<file path="config.mk">
export PLATFORM = sky130hd
export DESIGN_NAME = axi4_lite_master
export DESIGN_NICKNAME = d
export VERILOG_FILES = /design/src/rtl/axi4_lite_master.sv
export SDC_FILE = /design/constraint.sdc
export NUM_CORES = 1
export LEC_CHECK = 0
export CAP_MARGIN = 15
export CORE_ASPECT_RATIO = 0.8
export CORE_UTILIZATION = 39
export CTS_CLUSTER_SIZE = 40
export DETAILED_ROUTE_END_ITERATION = 10
export PLACE_DENSITY_LB_ADDON = 0.12
export SYNTH_ARGS = -nofsm -noshare
export SYNTH_HDL_FRONTEND = slang
export SYNTH_SLANG_ARGS = --single-unit
</file>
<file path="constraint.sdc">
create_clock -name clk -period 1.9 [get_ports clk]
set_input_delay 0.19 -clock clk [delete_from_list [all_inputs] [get_ports clk]]
set_output_delay 0.19 -clock clk [all_outputs]
set_load 0.005 [all_outputs]
</file>
<file path="src/rtl/axi4_lite_master.sv">
// AXI4-Lite master: turns single client read/write commands into AXI4-Lite
// transactions and returns read data / response codes on a valid/ready port.
// Exactly one transaction is in flight at a time.
module axi4_lite_master #(
   parameter int ADDR_WIDTH = 8,
   parameter int DATA_WIDTH = 32
) (
   input  logic                    clk,
   input  logic                    rst,
   // client command port
   input  logic                    cmd_valid,
   output logic                    cmd_ready,
   input  logic                    cmd_write,
   input  logic [ADDR_WIDTH-1:0]   cmd_addr,
   input  logic [DATA_WIDTH-1:0]   cmd_wdata,
   input  logic [DATA_WIDTH/8-1:0] cmd_wstrb,
   // client response port
   output logic                    rsp_valid,
   input  logic                    rsp_ready,
   output logic                    rsp_write,
   output logic [DATA_WIDTH-1:0]   rsp_rdata,
   output logic [1:0]              rsp_resp,
   // read address channel
   output logic [ADDR_WIDTH-1:0]   ARADDR,
   output logic                    ARVALID,
   input  logic                    ARREADY,
   // read data channel
   input  logic [DATA_WIDTH-1:0]   RDATA,
   input  logic [1:0]              RRESP,
   input  logic                    RVALID,
   output logic                    RREADY,
   // write address channel
   output logic [ADDR_WIDTH-1:0]   AWADDR,
   output logic                    AWVALID,
   input  logic                    AWREADY,
   // write data channel
   output logic [DATA_WIDTH-1:0]   WDATA,
   output logic [DATA_WIDTH/8-1:0] WSTRB,
   output logic                    WVALID,
   input  logic                    WREADY,
   // write response channel
   input  logic [1:0]              BRESP,
   input  logic                    BVALID,
   output logic                    BREADY
);

   localparam int STRB_WIDTH = DATA_WIDTH / 8;

   typedef enum logic [2:0] {
      IDLE    = 3'd0,
      RD_ADDR = 3'd1,
      RD_DATA = 3'd2,
      WR_REQ  = 3'd3,
      WR_RESP = 3'd4,
      RSP     = 3'd5
   } state_t;

   state_t                  state, state_next;
   logic                    write_q;
   logic [ADDR_WIDTH-1:0]   addr_q;
   logic [DATA_WIDTH-1:0]   wdata_q;
   logic [STRB_WIDTH-1:0]   wstrb_q;
   logic [DATA_WIDTH-1:0]   rdata_q;
   logic [1:0]              resp_q;
   logic                    aw_done, w_done;
   logic                    aw_hs, w_hs;
   logic                    aw_done_next, w_done_next;

   // All channel controls are pure decodes of registered state, so no AXI
   // input can reach an AXI output combinationally.
   assign cmd_ready = (state == IDLE);
   assign ARVALID   = (state == RD_ADDR);
   assign RREADY    = (state == RD_DATA);
   assign AWVALID   = (state == WR_REQ) && !aw_done;
   assign WVALID    = (state == WR_REQ) && !w_done;
   assign BREADY    = (state == WR_RESP);
   assign rsp_valid = (state == RSP);

   assign ARADDR    = addr_q;
   assign AWADDR    = addr_q;
   assign WDATA     = wdata_q;
   assign WSTRB     = wstrb_q;
   assign rsp_write = write_q;
   assign rsp_rdata = rdata_q;
   assign rsp_resp  = resp_q;

   // AW and W complete independently; either order or the same cycle is fine.
   assign aw_hs       = AWVALID && AWREADY;
   assign w_hs        = WVALID && WREADY;
   assign aw_done_next = aw_done || aw_hs;
   assign w_done_next  = w_done || w_hs;

   // State register; reset aborts any transaction in progress.
   always_ff @(posedge clk) begin
      if (rst) state <= IDLE;
      else     state <= state_next;
   end

   // Next-state decode; stray encodings fall back to IDLE.
   always_comb begin
      state_next = state;
      case (state)
         IDLE:    if (cmd_valid) state_next = cmd_write ? WR_REQ : RD_ADDR;
         RD_ADDR: if (ARREADY) state_next = RD_DATA;
         RD_DATA: if (RVALID) state_next = RSP;
         WR_REQ:  if (aw_done_next && w_done_next) state_next = WR_RESP;
         WR_RESP: if (BVALID) state_next = RSP;
         RSP:     if (rsp_ready) state_next = IDLE;
         default: state_next = IDLE;
      endcase
   end

   // Command latch, per-channel write progress, and response capture.
   always_ff @(posedge clk) begin
      if (rst) begin
         write_q <= 1'b0;
         addr_q  <= '0;
         wdata_q <= '0;
         wstrb_q <= '0;
         rdata_q <= '0;
         resp_q  <= '0;
         aw_done <= 1'b0;
         w_done  <= 1'b0;
      end else begin
         case (state)
            IDLE: begin
               if (cmd_valid) begin
                  write_q <= cmd_write;
                  addr_q  <= cmd_addr;
                  wdata_q <= cmd_wdata;
                  wstrb_q <= cmd_wstrb;
                  aw_done <= 1'b0;
                  w_done  <= 1'b0;
               end
            end
            RD_DATA: begin
               if (RVALID) begin
                  rdata_q <= RDATA;
                  resp_q  <= RRESP;
               end
            end
            WR_REQ: begin
               aw_done <= aw_done_next;
               w_done  <= w_done_next;
            end
            WR_RESP: begin
               if (BVALID) begin
                  rdata_q <= '0;
                  resp_q  <= BRESP;
               end
            end
            default: ;
         endcase
      end
   end

endmodule

</file>
==> results.md <==
* Worst setup EP type: output pin
* Die Ht at around 86 um
* Share of layout cells above drive strength 1 at 6.92%
* Mean Syn Cell Area at approximately 8.2 um^2
* Clock slew at reported path FFs at about 0.090 ns
* Die width at 106 um
* Fill cells at 755
* GRT Total Usage at between 20% and 30%
* CP endpoint: AWVALID
* Residual DRC count at 0
* Hold WC Path Type: primary input to flip-flop
* Pin count of the biggest net entering global routing at 49
* Power Internal at about 3400 uW
* Net Switching at about 1300 uW
* Antenna-violating nets left at 0
* Number of I/O port buffers at ~180
* Total Wirelength at 9.98 mm
* Hold buffers post-CTS at 0
* Clock power share at between 30% and 40%
* Register area share after synthesis at between 40% and 50%
* Logic pwr share at 27.1%
* Worst R2R End: ARADDR[6]
* Reg2reg path depth at 6
* First-pass GRT wire length at roughly 16 mm
* Leakage power at 0.00198 uW
* DRT iter0 DRCs at 140
* Diodes inserted at 0
* Final period util at 95.0%
* Startpoint types: flip-flop
* Initial antenna violation count at 0
* Max Transition Viols Final at 0
* Worst skew pair latency at roughly 0.35 ns
* RSZ-0062 raised after global routing: false
* Gr ovfl total at 0
* Synth unique cells at 31
* Final nets at between 600 and 700
* Max FO, Critical Path at 14
* Worst Setup SP: state[2]
* CTS root buf: clkbuf_8
* Worst Skew at 0.0127 ns
* H-Tree Depth at 3
* MaxCap Viol Count at 0
* Dominant synthesized flop cell: dfxtp_1
* Fin util at ~65%
* Die area at 9110 um^2
* CP arrival at roughly 1.6 ns
* PD cells at around 850 nW/um^2
* Status: complete, no violations
* Switching Share at between 20% and 30%
* Final HPWL DP at 6.71 mm
* CTS buffer count at 9
* Vias in the first global route at 3259
* Mapped Area at about 3400 um^2
* Wire per inst at 14.5 um
* Site row count at 30
* Initial core utilization at roughly 40%
* Slew HR at approximately two thirds
* Crit Path Class: flip-flop to output pin
* R2R Path Start: state[0]
* IO Pins at 184
* Slew @ Worst Pin at 0.507 ns
* Syn Inst Count at roughly 410
* Reg power frac at about 43%
* Area of the core at roughly 8500 um^2
* Total number of vias at 3463
* EDFF count, synth at 0
* Drt pass-1 iters at 4
* TritonCTS clock tree: built
* Tmin final at roughly 1.8 ns
* CTS Buffer Depth at 2
* R2r setup slk at between 0.15 and 0.2 ns
* # clock sinks at 84
* WHS at between 0.15 and 0.2 ns
* Critical Path RT at ~1.7 ns
* YS warnings at 0
* Hold depth at 2
* Area delta synth->final at 62.6%
* Post-synth ARST share at 0%
* Fin. Hold Viols at 0
* Setup TNS at 0 ns
* F_max at about 0.55 GHz
* Worst VDD drop at about 0.47 mV
* Vias/cell at about 5
* Synth Register Bits at 84
* Gp weighted congestion at approximately 0.8
* Syn nets at between 500 and 600
* Final Setup Violations at 0
[power groups by stage]
stage | clock network [uW] | registers [uW] | logic [uW]
2_1_floorplan | 0 | 2050 | 580
6_report | 1410 | 2020 | 1270
3_3_place_gp | 0 | 2060 | 1230
5_1_grt | 1530 | 2040 | 1380
3_5_place_dp | 0 | 2070 | 1240
4_1_cts | 1460 | 2030 | 1250
[cells in the mapped netlist (3+ instances only)]
cell       n  area, um^2
dfxtp_1   84        1680
nor2_1     5        18.8
nor3_1     4        20.0
clkbuf_1  21        78.8
o211ai_1  33         248
nand2_1   92         345
a31oi_1    3        18.8
nand2b_1   3        18.8
nand3_1   33         165
mux2i_1    3        30.0
buf_2     15        75.1
inv_1      3        11.3
a21oi_1   82         410
buf_4     10        75.1
buf_6      3        33.8
[stage by stage]
stage | cells | area, um^2 | setup WS (ns) | total power (uW)
after floorplan | 413 | 3410 | 0.518 | 2630
after global routing | 690 | 5540 | 0.0312 | 4950
after global placement | 672 | 5270 | 0.222 | 3290
final | 690 | 5540 | 0.0959 | 4700
after detailed placement | 672 | 5270 | 0.176 | 3310
after CTS | 687 | 5500 | 0.0179 | 4740
[cells by family after synthesis]
kind of cell,after synthesis,synth area share (%)
muxes,4,1.21
DFF,84,49.4
AOI/OAI and AO/OA,125,21.7
and+or+nand+nor,147,19.6
buffers and inverters,53,8.16
[critical path, stage by stage, from the launching register on]
cell and delay, ns:
dfxtp_4 0.41, nor2b_2 0.16, nand2_1 0.08, nor2_1 0.10, clkdlybuf4s50_1 0.51
[placed cells by master (no fill, tap or decap)]
| master | synthesis | routed |
|---|---|---|
| a31o_2 | 2 | 2 |
| clkinv_4 | 0 | 1 |
| and4bb_1 | 1 | 1 |
| buf_6 | 3 | 1 |
| nor2b_2 | 0 | 1 |
| nand2_1 | 92 | 92 |
| clkdlybuf4s50_1 | 0 | 179 |
| a21oi_1 | 82 | 82 |
| nand4bb_1 | 2 | 2 |
| dfxtp_4 | 0 | 2 |
| or4b_1 | 1 | 1 |
| clkbuf_8 | 0 | 10 |
| dlymetal6s2s_1 | 0 | 3 |
| nor4b_4 | 0 | 1 |
| clkinvlp_4 | 0 | 1 |
| dfxtp_1 | 84 | 82 |
| o211ai_1 | 33 | 33 |
| buf_12 | 0 | 4 |
| inv_1 | 3 | 3 |
| a31oi_1 | 3 | 3 |
| a211oi_1 | 1 | 1 |
| nand3b_1 | 1 | 1 |
| buf_4 | 10 | 12 |
| nand3_1 | 33 | 33 |
| o22a_1 | 1 | 1 |
| o221ai_1 | 2 | 2 |
| bufinv_16 | 0 | 2 |
| nor3_1 | 4 | 4 |
| nand2b_1 | 3 | 3 |
| nor3b_2 | 1 | 1 |
| and3_1 | 1 | 1 |
| nor2_1 | 5 | 5 |
| or3_1 | 1 | 1 |
| mux2i_1 | 3 | 3 |
| buf_2 | 15 | 1 |
| inv_6 | 0 | 1 |
| mux2_1 | 1 | 1 |
| o21ba_1 | 1 | 1 |
[final cells by class]
type / count / area, um^2 / area share, %
timing repair buffer: 200 / 2020 / 36.4
sequential: 84 / 1690 / 30.5
multi-input combinational: 276 / 1460 / 26.3
tap: 112 / 140 / 2.53
clock buffer: 10 / 138 / 2.49
clock inverter: 5 / 85.1 / 1.54
inverter: 3 / 11.3 / 0.203
[registers in the layout, indices dropped and copies added (netlist names)]
name	count
rsp_resp	2
WSTRB	4
ARADDR	8
rsp_rdata	32
w_done	1
WDATA	32
aw_done	1
rsp_write	1
state	3
[per-layer routing]
| metal | up-vias | global-route usage, % | wire length [um] |
|---|---|---|---|
| met5 | - | 0 | 0 |
| met3 | 6 | 8.05 | 816 |
| met1 | 1581 | 28.4 | 4580 |
| met2 | 132 | 33.6 | 4520 |
| li1 | 1744 | - | - |
| met4 | 0 | 4.48 | 61 |
[repair_timing]
action,in CTS,in global routing
pin swaps,0,0
buffers inserted,0,3
setup endpoints to repair,6,4
gates resized for setup,3,5
[how the worst min path moves through the flow]
stage                            start        end  slack [ns]
after floorplan           cmd_wdata[0]   WDATA[0]        0.33
after global placement       WDATA[12]  WDATA[12]        0.44
after detailed placement     WDATA[12]  WDATA[12]        0.45
after CTS                          rst   state[1]        0.12
after global routing               rst   state[1]        0.14
final                              rst   state[1]        0.16
Note: power is estimated with default switching activity, not from simulation.
